**config.mk**
```make
export PLATFORM = sky130hd
export DESIGN_NAME = uart_cfg
export DESIGN_NICKNAME = d
export VERILOG_FILES = /design/src/rtl/uart_cfg.sv
export SDC_FILE = /design/constraint.sdc
export NUM_CORES = 1
export LEC_CHECK = 0
export CORE_MARGIN = 2
export CORE_UTILIZATION = 50
export DETAILED_ROUTE_END_ITERATION = 10
export PLACE_DENSITY_LB_ADDON = 0.2
export SYNTH_ARGS = -nofsm -noshare
export SYNTH_HDL_FRONTEND = slang
export SYNTH_SLANG_ARGS = --single-unit
```
**constraint.sdc**
```tcl
create_clock -name clock -period 6.9 [get_ports clock]
set_clock_uncertainty 0.15 [all_clocks]
set_input_delay 0.69 -clock clock [delete_from_list [all_inputs] [get_ports clock]]
set_output_delay 0.69 -clock clock [all_outputs]
set_load 0.03 [all_outputs]
```
**src/rtl/uart_cfg.sv**
```systemverilog
// Full-duplex UART, configurable width/stop/oversample; rx_valid ~1 clk after mid-stop sample; no backpressure (tx_send ignored while tx_busy).
// Optional parity bit in both directions when UART_CFG_PARITY_EN is defined (PARITY_ODD selects odd).
module uart_cfg #(
  parameter int CLOCK_FREQ = 50_000_000,
  parameter int BAUD_RATE  = 9600,
  parameter int DATA_BITS  = 8,
  parameter int STOP_BITS  = 1,
  parameter int OVERSAMPLE = 16,
  parameter int PARITY_ODD = 0
) (
  input  logic                 clock,
  input  logic                 reset,
  input  logic [DATA_BITS-1:0] tx_data,
  input  logic                 tx_send,
  output logic                 tx_busy,
  output logic [DATA_BITS-1:0] rx_data,
  output logic                 rx_valid,
  output logic                 rx_frame_err,
  output logic                 rx_parity_err,
  input  logic                 rx,
  output logic                 tx
);

  localparam int DIV = CLOCK_FREQ / (BAUD_RATE * OVERSAMPLE);
  localparam int DW  = (DIV > 1) ? $clog2(DIV) : 1;
  localparam int OW  = $clog2(OVERSAMPLE);
  localparam logic [DW-1:0] DIV_M1     = DW'(DIV - 1);
  localparam logic [OW-1:0] OS_M1      = OW'(OVERSAMPLE - 1);
  localparam logic [OW-1:0] OS_HALF_M1 = OW'(OVERSAMPLE / 2 - 1);
  localparam logic [3:0]    DB_M1      = 4'(DATA_BITS - 1);
  localparam logic [3:0]    SB_M1      = 4'(STOP_BITS - 1);

  if (DATA_BITS < 5 || DATA_BITS > 9 || STOP_BITS < 1 || STOP_BITS > 2 ||
      OVERSAMPLE < 8 || (OVERSAMPLE % 2) != 0 || PARITY_ODD < 0 || PARITY_ODD > 1 ||
      DIV < 1) begin : g_bad_cfg
    $error("uart_cfg: illegal parameter combination");
  end

`ifdef UART_CFG_PARITY_EN
  localparam logic PAR_ODD = (PARITY_ODD != 0);
`endif

  typedef enum logic [2:0] {
    TX_IDLE, TX_START, TX_DATA,
`ifdef UART_CFG_PARITY_EN
    TX_PARITY,
`endif
    TX_STOP
  } tx_state_e;

  typedef enum logic [2:0] {
    RX_IDLE, RX_START, RX_DATA,
`ifdef UART_CFG_PARITY_EN
    RX_PARITY,
`endif
    RX_STOP, RX_BREAK
  } rx_state_e;

  // ---------------- transmitter ----------------
  tx_state_e             tx_state_q, tx_state_d;
  logic [DW-1:0]         tx_div_q, tx_div_d;
  logic [OW-1:0]         tx_os_q, tx_os_d;
  logic [3:0]            tx_bit_q, tx_bit_d;
  logic [DATA_BITS-1:0]  tx_shift_q, tx_shift_d;
  logic                  tx_q, tx_d;
  logic                  tx_busy_q, tx_busy_d;
  logic                  tx_tick, tx_bit_end;
`ifdef UART_CFG_PARITY_EN
  logic                  tx_par_q, tx_par_d;
`endif

  // Divider restarts on an accepted send so every frame is exactly N bit times.
  assign tx_tick    = (tx_div_q == DIV_M1);
  assign tx_bit_end = tx_tick && (tx_os_q == OS_M1);

  always_ff @(posedge clock) begin
    if (reset) begin
      tx_state_q <= TX_IDLE;
      tx_div_q   <= '0;
      tx_os_q    <= '0;
      tx_bit_q   <= '0;
      tx_shift_q <= '0;
      tx_q       <= 1'b1;
      tx_busy_q  <= 1'b0;
`ifdef UART_CFG_PARITY_EN
      tx_par_q   <= 1'b0;
`endif
    end else begin
      tx_state_q <= tx_state_d;
      tx_div_q   <= tx_div_d;
      tx_os_q    <= tx_os_d;
      tx_bit_q   <= tx_bit_d;
      tx_shift_q <= tx_shift_d;
      tx_q       <= tx_d;
      tx_busy_q  <= tx_busy_d;
`ifdef UART_CFG_PARITY_EN
      tx_par_q   <= tx_par_d;
`endif
    end
  end

  always_comb begin
    tx_state_d = tx_state_q;
    tx_div_d   = tx_div_q;
    tx_os_d    = tx_os_q;
    tx_bit_d   = tx_bit_q;
    tx_shift_d = tx_shift_q;
`ifdef UART_CFG_PARITY_EN
    tx_par_d   = tx_par_q;
`endif
    if (tx_state_q == TX_IDLE) begin
      if (tx_send) begin
        tx_state_d = TX_START;
        tx_div_d   = '0;
        tx_os_d    = '0;
        tx_bit_d   = '0;
        tx_shift_d = tx_data;
`ifdef UART_CFG_PARITY_EN
        tx_par_d   = (^tx_data) ^ PAR_ODD;
`endif
      end
    end else begin
      tx_div_d = tx_tick ? '0 : tx_div_q + 1'b1;
      if (tx_tick) tx_os_d = (tx_os_q == OS_M1) ? '0 : tx_os_q + 1'b1;
      if (tx_bit_end) begin
        case (tx_state_q)
          TX_START: begin
            tx_state_d = TX_DATA;
            tx_bit_d   = '0;
          end
          TX_DATA: begin
            tx_shift_d = tx_shift_q >> 1;
            if (tx_bit_q == DB_M1) begin
              tx_bit_d   = '0;
`ifdef UART_CFG_PARITY_EN
              tx_state_d = TX_PARITY;
`else
              tx_state_d = TX_STOP;
`endif
            end else begin
              tx_bit_d = tx_bit_q + 1'b1;
            end
          end
`ifdef UART_CFG_PARITY_EN
          TX_PARITY: begin
            tx_state_d = TX_STOP;
            tx_bit_d   = '0;
          end
`endif
          TX_STOP: begin
            if (tx_bit_q == SB_M1) tx_state_d = TX_IDLE;
            else                   tx_bit_d   = tx_bit_q + 1'b1;
          end
          default: tx_state_d = TX_IDLE;
        endcase
      end
    end
  end

  // Line level is decoded from the next state so tx leaves a flop, glitch-free.
  always_comb begin
    tx_busy_d = (tx_state_d != TX_IDLE);
    case (tx_state_d)
      TX_START:  tx_d = 1'b0;
      TX_DATA:   tx_d = tx_shift_d[0];
`ifdef UART_CFG_PARITY_EN
      TX_PARITY: tx_d = tx_par_d;
`endif
      default:   tx_d = 1'b1;
    endcase
  end

  assign tx      = tx_q;
  assign tx_busy = tx_busy_q;

  // ---------------- receiver ----------------
  rx_state_e             rx_state_q, rx_state_d;
  logic                  rx_meta_q, rx_sync_q, rx_last_q;
  logic [DW-1:0]         rx_div_q, rx_div_d;
  logic [OW-1:0]         rx_os_q, rx_os_d;
  logic [3:0]            rx_bit_q, rx_bit_d;
  logic [DATA_BITS-1:0]  rx_shift_q, rx_shift_d;
  logic [DATA_BITS-1:0]  rx_data_q, rx_data_d;
  logic                  rx_valid_q, rx_valid_d;
  logic                  rx_frame_err_q, rx_frame_err_d;
  logic                  rx_tick, rx_sample;
`ifdef UART_CFG_PARITY_EN
  logic                  rx_par_q, rx_par_d;
  logic                  rx_parity_err_q, rx_parity_err_d;
`endif

  assign rx_tick   = (rx_div_q == DIV_M1);
  assign rx_sample = rx_tick && (rx_os_q == ((rx_state_q == RX_START) ? OS_HALF_M1 : OS_M1));

  always_ff @(posedge clock) begin
    if (reset) begin
      rx_state_q     <= RX_IDLE;
      rx_meta_q      <= 1'b1;
      rx_sync_q      <= 1'b1;
      rx_last_q      <= 1'b1;
      rx_div_q       <= '0;
      rx_os_q        <= '0;
      rx_bit_q       <= '0;
      rx_shift_q     <= '0;
      rx_data_q      <= '0;
      rx_valid_q     <= 1'b0;
      rx_frame_err_q <= 1'b0;
`ifdef UART_CFG_PARITY_EN
      rx_par_q        <= 1'b0;
      rx_parity_err_q <= 1'b0;
`endif
    end else begin
      rx_state_q     <= rx_state_d;
      rx_meta_q      <= rx;
      rx_sync_q      <= rx_meta_q;
      rx_last_q      <= rx_sync_q;
      rx_div_q       <= rx_div_d;
      rx_os_q        <= rx_os_d;
      rx_bit_q       <= rx_bit_d;
      rx_shift_q     <= rx_shift_d;
      rx_data_q      <= rx_data_d;
      rx_valid_q     <= rx_valid_d;
      rx_frame_err_q <= rx_frame_err_d;
`ifdef UART_CFG_PARITY_EN
      rx_par_q        <= rx_par_d;
      rx_parity_err_q <= rx_parity_err_d;
`endif
    end
  end

  always_comb begin
    rx_state_d = rx_state_q;
    rx_div_d   = rx_div_q;
    rx_os_d    = rx_os_q;
    rx_bit_d   = rx_bit_q;
    rx_shift_d = rx_shift_q;
`ifdef UART_CFG_PARITY_EN
    rx_par_d   = rx_par_q;
`endif
    if (rx_state_q != RX_IDLE && rx_state_q != RX_BREAK) begin
      rx_div_d = rx_tick ? '0 : rx_div_q + 1'b1;
      if (rx_tick) rx_os_d = (rx_os_q == OS_M1) ? '0 : rx_os_q + 1'b1;
    end
    case (rx_state_q)
      RX_IDLE: begin
        if (rx_last_q && !rx_sync_q) begin
          rx_state_d = RX_START;
          rx_div_d   = '0;
          rx_os_d    = '0;
        end
      end
      RX_START: begin
        // Mid-start sample realigns the bit counter so later samples land mid-bit.
        if (rx_sample) begin
          rx_os_d  = '0;
          rx_bit_d = '0;
          rx_state_d = rx_sync_q ? RX_IDLE : RX_DATA;
        end
      end
      RX_DATA: begin
        if (rx_sample) begin
          rx_shift_d = {rx_sync_q, rx_shift_q[DATA_BITS-1:1]};
          if (rx_bit_q == DB_M1) begin
`ifdef UART_CFG_PARITY_EN
            rx_state_d = RX_PARITY;
`else
            rx_state_d = RX_STOP;
`endif
          end else begin
            rx_bit_d = rx_bit_q + 1'b1;
          end
        end
      end
`ifdef UART_CFG_PARITY_EN
      RX_PARITY: begin
        if (rx_sample) begin
          rx_par_d   = rx_sync_q;
          rx_state_d = RX_STOP;
        end
      end
`endif
      RX_STOP: begin
        if (rx_sample)
          rx_state_d = (!rx_sync_q && rx_shift_q == '0) ? RX_BREAK : RX_IDLE;
      end
      RX_BREAK: begin
        if (rx_sync_q) rx_state_d = RX_IDLE;
      end
      default: rx_state_d = RX_IDLE;
    endcase
  end

  always_comb begin
    rx_valid_d     = (rx_state_q == RX_STOP) && rx_sample;
    rx_frame_err_d = rx_valid_d && !rx_sync_q;
    rx_data_d      = rx_valid_d ? rx_shift_q : rx_data_q;
`ifdef UART_CFG_PARITY_EN
    rx_parity_err_d = rx_valid_d && (rx_par_q != ((^rx_shift_q) ^ PAR_ODD));
`endif
  end

  assign rx_data      = rx_data_q;
  assign rx_valid     = rx_valid_q;
  assign rx_frame_err = rx_frame_err_q;
`ifdef UART_CFG_PARITY_EN
  assign rx_parity_err = rx_parity_err_q;
`else
  assign rx_parity_err = 1'b0;
`endif

endmodule

```
# Word-level counts from Yosys, hierarchy flattened
# Index checks and enable logic that the tools add are counted.
# word_totals
in_bits,12
out_inout_bits,13
latchBits,0
ram_bits,0
ff_bits,71
mem_bits_ro,0
memories,0
# op_classes
order_cmp,0
n_eq_ne,26
addsub,6
bitwise,0
n_shift,0
mux,47
multipliers,0
n_reduce_logical,25
n_div,0
# op_table
operator,n
4-bit 2-to-1 mux,17
9-bit 2-to-1 mux,7
3-bit 2-to-1 mux,12
8-bit 2-to-1 mux,4
"9-bit by 1-bit adder with 9-bit output, second input constant",2
"9-bit equality test, second input constant",2
"4-bit by 1-bit adder with 4-bit output, second input constant",4
"2-bit != test, second input constant",8
4-bit case mux with 2 select lines,2
"3-bit by 2-bit equality test with 1-bit output, second input constant",5
3-bit case mux with 5 select lines,1
4-bit case mux with 3 select lines,1
"3-bit by 1-bit equality test with 1-bit output, second input constant",3
3-bit case mux with 3 select lines,1
"4-bit by 3-bit equality test with 1-bit output, second input constant",2
"4-bit equality test, second input constant",2
8-bit logical NOT,1
4-bit AND reduction,2
2-bit nonzero test,4
1-bit logical AND,7
3-bit logical NOT,2
"3-bit != test, second input constant",2
6-bit AND reduction,1
3-bit nonzero test,2
9 further kinds,10

# Depth between registers and ports, before layout
# logic_depth
word_depth,7
depth_mapped,8
depth_no_buf,7

# Least setup slack after synthesis
# Ideal clock, no wire load.
# synth_timing
path_type,reg-to-reg
from,register rx_div_q[4]
to,register rx_state_q[1]
synth_period_minus_slack_ps,2166
slack_ps,4734
stages_incl_launch_ff,6
path_buffers,0
arrival_time_ps,1899
setup_ps,117
required_time_ps,6633
cell_sequence,dfxtp_1 -> or4b_4 -> or3_4 -> o211ai_1 -> o211ai_1 -> a32o_1
# synth_via
elab_chain_len,4
# synth_rtl
item,line,rtl
from (decl),179,"logic [DW-1:0] rx_div_q, rx_div_d;"
from (signal assigned),217,rx_div_q <= rx_div_d;
9-bit equality test *,192,assign rx_tick = (rx_div_q == DIV_M1);
1-bit logical AND *,193,assign rx_sample = rx_tick && (rx_os_q == ((rx_state_q == RX_START) ? OS_HALF_M1 : OS_M1));
2-bit != test (no line),-,
6-bit AND reduction (no line) *,-,
to (signal assigned),213,rx_state_q <= rx_state_d;
to (decl),177,"rx_state_e rx_state_q, rx_state_d;"
# Mark *: on every way between the ends. The rest lies on a longest branch, timed or not.
# A chain may end at the register's enable or synchronous reset.

# Final worst setup path
# layout_timing
from,register tx_state_q[2]
to,register tx_bit_q[2]
# layout_via
elab_chain_len,4
# layout_rtl
item,line,rtl
from (decl),60,"tx_state_e tx_state_q, tx_state_d;"
from (signal assigned),89,tx_state_q <= tx_state_d;
3-bit by 2-bit equality test with 1-bit output or 3-bit by 1-bit equality test with 1-bit output (tied branches),126,case (tx_state_q)
4-bit case mux with 3 select lines,126,
4-bit 2-to-1 mux,125,if (tx_bit_end) begin
4-bit 2-to-1 mux,111,if (tx_state_q == TX_IDLE) begin
to (signal assigned),92,tx_bit_q <= tx_bit_d;
to (decl),63,"logic [3:0] tx_bit_q, tx_bit_d;"
# Several ways; a longest one is shown, not always the timed one. The select of a mux whose other input is x is not followed.

==> flow_metrics.tcl <==
set metrics [dict create \
    tightest_slew_ps 673 \
    ioPinCount 25 \
    synthCells 390 \
    ys_warn_count 0 \
    firstDrtPassIters 4 \
    core-area_um2 6420 \
    multi_input_area_um2 1810 \
    portBuffers 23 \
    htreeDepth 3 \
    fin_crit_sh_pct 34.3 \
    cts_buffers 9 \
    synth-edff-count 0 \
    track_usage_pct 19.4 \
    endpoint_kind "flip-flop" \
    slew_viol_final 0 \
    clock-sinks 71 \
    num_vias 2799 \
    stdcell_area_um2 3820 \
    cts_tree "done" \
    crit_type "reg -> reg" \
    crit_chain "nor3_2 > and2_1 > o21ai_0 > or4_1 > a21oi_1" \
    wire_per_inst_um 13.6 \
    startpoint_type "flip-flop" \
    cp.required_ps 7030 \
    maxCapViolations 0 \
    place_congestion 0.865 \
    start_util_pct 52.2 \
    antenna_cells 0 \
    synth_seq_cells 71 \
    dp.cells 476 \
    p_per_area_nw_per_um2 213 \
    place_hpwl_um 4470 \
    whs_ps 263 \
    min-delay-start "rx_meta_q" \
    cp.arrival_ps 2490 \
    synth_area_per_cell_um2 8.60 \
    grt_pass1_wl_um 11500 \
    power.leakage_nw 1.36 \
    r2r-start "tx_state_q[2]" \
    setup_viol 0 \
    synth_top_cell_area_share_pct 42.4 \
    fillers 586 \
    cts_buffer_depth 2 \
    hold_class "reg -> reg" \
    gr-usage-met2_pct 28.3 \
    grt-busiest-layer "met2" \
    use_met3_pct 3.75 \
    layout-area-overhead-vs-synth_pct 14.0 \
    rows 29 \
    ant_nets 0 \
    netlist_area_um2 3350 \
    crit_fanout 10 \
    crit_slowest_cell "nor3_2" \
    async_reset_ff_share_pct 0 \
    grt_overflow 0 \
    nets 431 \
    slew_headroom_pct 54.8 \
    yosys-top-cells-area "dfxtp_1 42%, nor2_1 6.4%, mux2i_1 5.7%" \
    worstSkewPairLatency_ps 350 \
    synth_ff_type "dfxtp_1" \
    outcome "complete, no violations" \
    holdBufCountCts 0 \
    via_per_inst 5.69 \
    vdd_drop_max_mv 0.172 \
    fin_crit_ps 2360 \
    die_h_um 85.9 \
    yosysSeqAreaShare_pct 42.4 \
    dr.first_iter.drc_count 172 \
    grt_util_met1_pct 27.4 \
    fp.dieW_um 85.9 \
    crit_start "tx_state_q[2]" \
    cts_root_buf "clkbuf_8" \
    tns_ps 0 \
    grt_pass1_vias 2542 \
    postCtsSetupBuffers 0 \
    cts-resized-gates 0 \
    finalHoldViolations 0 \
    max_stage_delay_ps 500 \
    placed_area_um2 3620 \
    synth_nets 411 \
    max_freq_mhz 423 \
    drive_gt1_share_pct 7.47 \
    power_mw 0.815 \
    dieArea_um2 7380 \
    clk_pin_slew_worst_paths_ps 80 \
    drc 0 \
    seqCellArea_um2 1420 \
    ys_types 54 \
    layout.cells.non_filler 492 \
    rsz0062_at_grt "false" \
    drt_wl_total_um 6690 \
    synth_top_area_cell "dfxtp_1" \
    antenna_found_initial 0 \
    grt_max_degree 59 \
]
-- metrics by stage --
| step | utilization (%) | setup slack, ps |
|---|---|---|
| after floorplan | - | 4730 |
| after global placement | 56.3 | 4340 |
| after detailed placement | 56.3 | 4280 |
| after CTS | 59.5 | 4530 |
| after global routing | 59.5 | 4290 |
| final | 59.5 | 4540 |
-- power breakdown --
part | switching, mW | leakage, nW | internal (mW) | total, mW
logic | 0.0303 | 0.685 | 0.0200 | 0.0503
registers | 0.00592 | 0.575 | 0.416 | 0.422
clock network | 0.172 | 0.0968 | 0.171 | 0.343
-- cells in the mapped netlist, types with 2 or more instances --
library cell / instances
inv_1: 13
o311ai_0: 2
nand2_1: 32
dfxtp_1: 71
buf_2: 4
a22oi_1: 11
nor2b_1: 2
buf_4: 2
or3_1: 6
nor4bb_1: 3
a311oi_1: 4
o21ai_0: 15
ha_1: 9
xnor2_1: 5
nor3_1: 8
nor3b_1: 3
xor2_1: 6
clkbuf_1: 10
a41oi_1: 3
nand3_1: 12
mux2i_1: 19
nand2b_1: 4
nand4bb_1: 2
and3_1: 7
or4_1: 4
a31oi_1: 3
nand4b_1: 2
o211ai_1: 2
and2_1: 2
or2_2: 5
nand3b_1: 5
a21oi_1: 28
nor2_1: 57
nand4_1: 6
nor4_1: 4
-- cells by family after synthesis --
kind of cell               synth area share, %
and+or+nand+nor                           27.1
muxes                                     5.67
adders and majority gates                 3.36
DFF                                       42.4
other                                    0.112
AOI/OAI and AO/OA                         14.9
xor gates and xnor gates                  2.87
buffers and inverters                     3.62
-- layout by cell type (no fill, tap or decap), types with 4 or more instances in the layout --
cell,count
nand4_1,6
and3_1,7
nand2b_1,4
a21oi_1,28
clkbuf_8,9
ha_1,9
a311oi_1,4
nor4_1,4
o21ai_0,15
inv_1,13
nor2_1,57
xnor2_1,5
or2_2,5
a22oi_1,11
nor3_1,8
clkdlybuf4s50_1,22
or3_1,6
nand3_1,12
xor2_1,6
nand2_1,32
nand3b_1,5
or4_1,4
mux2i_1,19
dfxtp_1,71
-- critical path, delay by kind of cell, from the launching register on --
family,cells,cell delay (ps)
flip-flops,1,400
AO/OA/AOI/OAI,2,390
AND/OR/NAND/NOR,3,1350
-- final cells by class --
type / instances / share of cell area (%)
multi-input cells: 290 / 47.4
flip-flops and latches: 71 / 37.2
repair buffers: 25 / 6.28
clock buffers: 9 / 3.24
well taps: 77 / 2.52
clock inverters: 7 / 2.09
inverters: 13 / 1.28
-- routing by layer --
layer / routed length (um) / up-vias
met2: 2860 / 44
met5: 0 / -
met4: 138 / 0
met3: 179 / 9
li1: - / 1447
met1: 3520 / 1299
-- state kept, by name, indices dropped and copies added (netlist names), 3 cells and up --
| name | count |
|---|---|
| tx_os_q | 4 |
| rx_div_q | 9 |
| rx_bit_q | 4 |
| tx_div_q | 9 |
| tx_state_q | 3 |
| rx_state_q | 3 |
| tx_bit_q | 4 |
| rx_data | 8 |
| rx_os_q | 4 |
| rx_shift_q | 8 |
| tx_shift_q | 8 |
-- path summary, 6_finish.rpt --
check	end	cells after the start	slack (ps)
hold / removal	rx_sync_q	1	260
setup reg to reg	tx_bit_q[2]	5	4540
hold reg to reg	rx_sync_q	1	260
setup / recovery	tx_bit_q[2]	5	4540
(Power assumes the default switching activity.)
